### src/rtl/booth_pkg.sv
// Shared types and helpers for the radix-2 Booth multiplier family.
package booth_pkg;

   typedef enum logic [1:0] {
      IDLE,
      CALC,
      DONE
   } state_e;

   // Recode key is {Q[0], q_prev}
   localparam logic [1:0] BOOTH_NOP = 2'b00;
   localparam logic [1:0] BOOTH_ADD = 2'b01;
   localparam logic [1:0] BOOTH_SUB = 2'b10;

   function automatic logic ext_bit(input logic msb, input logic sgn);
      return sgn & msb;
   endfunction

endpackage

### src/rtl/booth_step.sv
// One radix-2 Booth iteration: recode, add/sub M into P, arithmetic shift.
module booth_step
   import booth_pkg::*;
#(
   parameter int WIDTH = 64
) (
   input  logic [WIDTH:0] p_i,
   input  logic [WIDTH:0] q_i,
   input  logic           qp_i,
   input  logic [WIDTH:0] m_i,
   input  logic [WIDTH:0] m_neg_i,
   output logic [WIDTH:0] p_o,
   output logic [WIDTH:0] q_o,
   output logic           qp_o
);

   logic [WIDTH:0] sum;

   always_comb begin
      unique case ({q_i[0], qp_i})
         BOOTH_ADD: sum = p_i + m_i;
         BOOTH_SUB: sum = p_i + m_neg_i;
         default:   sum = p_i;
      endcase
      p_o  = {sum[WIDTH], sum[WIDTH:1]};
      q_o  = {sum[0], q_i[WIDTH:1]};
      qp_o = q_i[0];
   end

endmodule

### src/rtl/booth_mult_seq.sv
// Iterative radix-2 Booth multiplier with valid/ready handshakes.
// Optional BOOTH_EARLY_TERM_EN: finish early once remaining bits need no adds.
module booth_mult_seq
   import booth_pkg::*;
#(
   parameter int WIDTH = 64,
   parameter int CNT_W = $clog2(WIDTH + 2)
) (
   input  logic                 clk,
   input  logic                 rst,
   input  logic                 in_valid,
   output logic                 in_ready,
   input  logic [WIDTH-1:0]     a,
   input  logic [WIDTH-1:0]     b,
   input  logic                 signed_mode,
   output logic                 out_valid,
   input  logic                 out_ready,
   output logic [2*WIDTH-1:0]   product
);

   state_e               state_q;
   logic [WIDTH:0]       p_q, q_q, m_q, mneg_q;
   logic                 qp_q;
   logic [CNT_W-1:0]     cnt_q;
   logic [2*WIDTH-1:0]   prod_q;
   logic                 ov_q;

   logic [WIDTH:0]       a_ext, b_ext;
   logic [WIDTH:0]       sp, sq;
   logic                 sqp;
   logic [WIDTH:0]       p_d, q_d;
   logic                 qp_d;
   logic                 done_d;
   logic [2*WIDTH-1:0]   prod_d;

   assign a_ext = {ext_bit(a[WIDTH-1], signed_mode), a};
   assign b_ext = {ext_bit(b[WIDTH-1], signed_mode), b};

   booth_step #(.WIDTH(WIDTH)) u_step (
      .p_i     (p_q),
      .q_i     (q_q),
      .qp_i    (qp_q),
      .m_i     (m_q),
      .m_neg_i (mneg_q),
      .p_o     (sp),
      .q_o     (sq),
      .qp_o    (sqp)
   );

`ifdef BOOTH_EARLY_TERM_EN
   logic [CNT_W-1:0]         rem;
   logic [WIDTH:0]           keep;
   logic signed [2*WIDTH+2:0] acc;

   // Unconsumed bits after this step sit in sq[rem-1:0]
   always_comb begin
      rem    = CNT_W'(WIDTH) - cnt_q;
      keep   = ~({(WIDTH+1){1'b1}} << rem);
      done_d = ((sq ^ {(WIDTH+1){sqp}}) & keep) == '0;
      acc    = $signed({sp, sq, sqp}) >>> rem;
      p_d    = acc[2*WIDTH+2:WIDTH+2];
      q_d    = acc[WIDTH+1:1];
      qp_d   = acc[0];
   end
`else
   always_comb begin
      done_d = (cnt_q == CNT_W'(WIDTH));
      p_d    = sp;
      q_d    = sq;
      qp_d   = sqp;
   end
`endif

   assign prod_d = {p_d[WIDTH-2:0], q_d};

   always_ff @(posedge clk or posedge rst) begin
      if (rst) begin
         state_q <= IDLE;
         p_q     <= '0;
         q_q     <= '0;
         qp_q    <= 1'b0;
         m_q     <= '0;
         mneg_q  <= '0;
         cnt_q   <= '0;
         prod_q  <= '0;
         ov_q    <= 1'b0;
      end else begin
         unique case (state_q)
            IDLE: begin
               if (in_valid) begin
                  m_q     <= a_ext;
                  mneg_q  <= -a_ext;
                  p_q     <= '0;
                  q_q     <= b_ext;
                  qp_q    <= 1'b0;
                  cnt_q   <= '0;
                  state_q <= CALC;
               end
            end
            CALC: begin
               p_q   <= p_d;
               q_q   <= q_d;
               qp_q  <= qp_d;
               cnt_q <= cnt_q + CNT_W'(1);
               if (done_d) begin
                  prod_q  <= prod_d;
                  ov_q    <= 1'b1;
                  state_q <= DONE;
               end
            end
            DONE: begin
               if (out_ready) begin
                  ov_q    <= 1'b0;
                  state_q <= IDLE;
               end
            end
            default: state_q <= IDLE;
         endcase
      end
   end

   assign in_ready  = (state_q == IDLE);
   assign out_valid = ov_q;
   assign product   = prod_q;

endmodule

### config.mk
export PLATFORM = sky130hd
export DESIGN_NAME = booth_mult_seq
export DESIGN_NICKNAME = d
export VERILOG_FILES = /design/src/rtl/booth_pkg.sv /design/src/rtl/booth_step.sv /design/src/rtl/booth_mult_seq.sv
export SDC_FILE = /design/constraint.sdc
export NUM_CORES = 1
export LEC_CHECK = 0
export BUFFER_PORTS_ARGS = -buffer_cell sky130_fd_sc_hd__buf_4
export CORE_MARGIN = 2
export CORE_UTILIZATION = 54
export CTS_CLUSTER_SIZE = 20
export DETAILED_ROUTE_END_ITERATION = 10
export PLACE_DENSITY = 0.78
export SYNTH_ARGS = -nofsm -noshare
export SYNTH_HDL_FRONTEND = slang
export SYNTH_HIERARCHICAL = 1
export SYNTH_SLANG_ARGS = --single-unit
### constraint.sdc
create_clock -name clk -period 13.54 [get_ports clk]
set_input_delay 3.385 -clock clk [delete_from_list [all_inputs] [get_ports clk]]
set_output_delay 3.385 -clock clk [all_outputs]
set_load 0.005 [all_outputs]
After elaboration in Yosys (flattened, before gate mapping)

Cells that the tools add are included.

Add/sub/neg operators: 4
Eq/ne operators: 8
Muxes and demuxes: 16
Bitwise operators: 2
Reduce and logical (&&, ||, !) cells: 8

Operator list:

| operator            | number |
|---|---|
| $pmux 65 s2         | 3 |
| $add 65x65->65      | 2 |
| $mux 65             | 2 |
| $neg 65->65         | 1 |
| $pmux 7 s2          | 1 |
| $add 7x1->7 const B | 1 |
| $eq 7x7->1 const B  | 1 |
| $mux 7              | 1 |
| $mux 2              | 3 |
| $ne 2x2->1 const B  | 3 |
| $pmux 2 s3          | 1 |
| $reduce_and 2->1    | 3 |
| $reduce_and 3->1    | 2 |
| $eq 2x1->1 const B  | 2 |
| $eq 2x2->1 const B  | 2 |
| $pmux 1 s2          | 2 |
| $reduce_bool 2->1   | 2 |
| $mux 1              | 3 |
| $and 1x1->1         | 2 |
| $logic_not 2->1     | 1 |

Register bits after elaboration: 399
Input bits: 133
Output and inout bits: 130

Depth between registers and ports, before layout

Depth in word-level cells: 3
Depth in mapped cells: 20
Gate-level depth less buffers: 17

Cells and area by module

Netlist, hierarchy kept.

Modules (own cells, without submodules):

| module         | instances | cells an instance | area each (um^2) | sequential area each (um^2) |
|---|---|---|---|---|
| booth_mult_seq | 1         | 1,593             | 16,549.6         | 9,959.6 |
| booth_step     | 1         | 888               | 5,919.4          | 0.0 |

Worst setup path before layout

No wires, ideal clock.

Path type: input-to-reg
Start: input port a[0]
End: register mneg_q[58]
Arrival time: 5.850 ns
Slack: 7.574 ns
Cell stages on the path: 10
Cells stage by stage: inv_1 ha_1 or4b_1 buf_2 or4_4 buf_6 or3_1 buf_2 or4_1 o311ai_0

Word-level cells in the longest chain between the ends: 1

RTL lines:

| what                 | RTL line             | RTL |
|---|---|---|
| start, declared      | booth_mult_seq.sv:13 | `input logic [WIDTH-1:0] a,` |
| $neg 65->65          | booth_mult_seq.sv:92 | `mneg_q <= -a_ext;` |
| end signal, assigned | booth_mult_seq.sv:92 |  |
| end, declared        | booth_mult_seq.sv:22 | `logic [WIDTH:0] p_q, q_q, m_q, mneg_q;` |

No other way between the ends.
A chain may end at the register's enable or synchronous reset.

Worst setup path in the final report

Start: input port a[0]
End: register mneg_q[60]

Same word-level chain as after synthesis.

==> results.toml <==
[timing]
min_period_ps = 5820
tightest_slew_ps = 1070
maxSlewHeadroom = 0.289
hold_slack_ps = 467
hold_viol = 0
finalSetupViolations = 0
skew_ps = 17.5
slew_violations = 0
fmax_mhz = 172
grt_setup_unrepaired = "false"
tns_ps = 0
fin_crit_sh = 0.430
setup_ws_ps = 7720

[cts]
cts.sinks = 398
clock_latency_ps = 590
htreeDepth = 2
cts_buffer_depth = 3
cts_resized = 0
cts_made_buffers = 44
ctsHoldBuffers = 0
cts_tree = "yes"
clk_pin_slew_ps = 60
cts_root_buffer = "clkbuf_16"
postCtsSetupBuffers = 0

[synthesis]
synth_sequential_area_ratio = 0.443
async_reset_ff_frac = 1.00
ys.flop_type = "dfrtp_1"
syn_avg_cell_area_um2 = 9.06
synthCells = 2481
ys_ff_latch = 398
yosysWarningCount = 6
synth-edff-count = 0
synth.distinct_cells = 72
synthesis.nets = 2683
syn_area_um2 = 22500

[worst_setup_path]
startpoint = "a[0]"
start_kind = "input pin"
r2r-end = "product[118]"
crit_fanout = 11
critPathArrivalTime_ps = 6280
reg2reg_from = "qp_q"
critPathKind = "input pin to flip-flop"
crit_path_end_kind = "flip-flop"
worst-r2r-cell-count = 15
rrSetupSlack_ps = 8170
worstPathRequired_ps = 13990
crit_path_end = "mneg_q[60]"

[die]
die_x_um = 208
placementRows = 74
die_height_um = 208
design.die.area_um2 = 43300
io_pins = 263
core_area_um2 = 40900
start_util = 0.549

[job]
cap_violations = 0

[grt]
met1_usage = 0.375
grt_pass1_wl_um = 99400
use_met3 = 0.0616
track_usage = 0.281
use_met2 = 0.458
grt_max_degree = 181
overflow = 0
grt_pass1_vias = 18700
antenna_found_initial = 0
grt_busiest_layer = "met2"

[cells_and_area]
instances_no_fill = 3160
layout-area-overhead-vs-synth_pct = 14.7
drive_above_1_share = 0.220
n_fill_cell = 3384
nNetsFinal = 2794
antennaDiodeCount = 0

[place]
gp_congestion = 0.978
dp.cells = 3078
port_buffers = 262
dpl.hpwl_um = 43400
place_ws_ps = 7140

[route]
num_vias = 18900
ant_nets = 0
post-route-drc-count = 0
drt-vias-per-instance = 6.00
routedWlPerCell_um = 19.6
drt_wl_total_um = 61900
drtIter0Drc = 1667
drt-pass1-iter-count = 5

[power_and_ir_drop]
powerDensity_nw_per_um2 = 285
vdd_ir_drop_max_v = 0.000163
leakagePower_nw = 12.6

[run_status]
status = "finished clean"

[worst_hold_path]
hp-class = "flip-flop to flip-flop"
[per-stage QoR]
| stage | utilization | power [mW] | instance area (um^2) |
|---|---|---|---|
| floorplan | - | 4.96 | 22500 |
| global placement | 0.592 | 5.89 | 24200 |
| detailed placement | 0.592 | 6.01 | 24200 |
| CTS | 0.630 | 7.33 | 25800 |
| global route | 0.630 | 7.91 | 25800 |
| finish | 0.630 | 7.34 | 25800 |
[worst min path at each step]
| stage | to | cells past startpoint | slack, ps | startpoint |
|---|---|---|---|---|
| 2_1_floorplan | mneg_q[3] | 2 | 430 | mneg_q[3] |
| 4_1_cts | m_q[47] | 2 | 470 | m_q[47] |
| 6_report | m_q[62] | 2 | 470 | m_q[62] |
| 3_3_place_gp | mneg_q[3] | 2 | 450 | mneg_q[3] |
| 5_1_grt | m_q[57] | 2 | 490 | m_q[57] |
| 3_5_place_dp | m_q[47] | 2 | 460 | m_q[47] |
[routing by layer]
layer  wire length [um]  vias up
li1                   -     8866
met1              26300     9230
met2              29000      746
met3               4890      104
met4               1820        0
met5                  0        -
[critical path: stages]
cell	delay, ps
buf_4	120
inv_1	70
ha_1	200
or4b_1	570
or4_4	580
or3_1	620
or4_1	580
o311ai_0	130
[cell families after synthesis]
logic type               after synthesis  synth area share
adder cells (fa/ha/maj)               69            0.0388
flip-flops                           398             0.443
AND/OR/NAND/NOR                     1021             0.198
AO/OA/AOI/OAI                        479             0.139
buffers and inverters                242            0.0527
XOR/XNOR                              77            0.0300
multiplexers                         195            0.0977
[area by class of cell]
class,instances,area (um^2),area share
Clock buffer,54,1210,0.0469
Tap cell,532,666,0.0258
Multi-Input combinational cell,1841,11400,0.441
Timing Repair Buffer,278,2110,0.0819
Clock inverter,28,345,0.0134
Inverter,29,113,0.00437
Sequential cell,398,9960,0.386
[cells in the mapped netlist, types with 40 or more instances]
cell | n | area, um^2
a21oi_1 | 84 | 420
a22oi_1 | 64 | 480
buf_4 | 66 | 495
clkbuf_1 | 125 | 469
dfrtp_1 | 398 | 9960
ha_1 | 68 | 851
mux2_2 | 195 | 2200
nand2_1 | 656 | 2460
nand3_1 | 90 | 450
nor2_1 | 81 | 304
o21ai_0 | 106 | 531
xnor2_1 | 40 | 350
[layout by cell type, fill, tap and decap left out, types with 33 or more instances in the layout]
| cell | count |
|---|---|
| nand4_1 | 35 |
| dfrtp_1 | 398 |
| ha_1 | 67 |
| mux2_2 | 195 |
| xor2_1 | 37 |
| a22oi_1 | 64 |
| nor4_1 | 35 |
| a21oi_1 | 84 |
| nand2_1 | 653 |
| clkbuf_16 | 44 |
| o21ai_1 | 37 |
| xnor2_1 | 40 |
| nand3_1 | 90 |
| o21ai_0 | 106 |
| o31ai_1 | 33 |
| buf_4 | 276 |
| nor2_1 | 80 |
[power by group]
group	switching, mW	internal [mW]	total (mW)
Clock	0.526	0.759	1.28
Sequential	0.351	1.74	2.09
Combinational	2.37	1.60	3.96
[flip-flops by register name, indices dropped and copies added (netlist names)]
signal,flops
cnt_q,7
m_q,65
mneg_q,64
out_valid,1
p_q,65
product,128
q_q,65
qp_q,1
state_q,2
(Power assumes the default switching activity.)
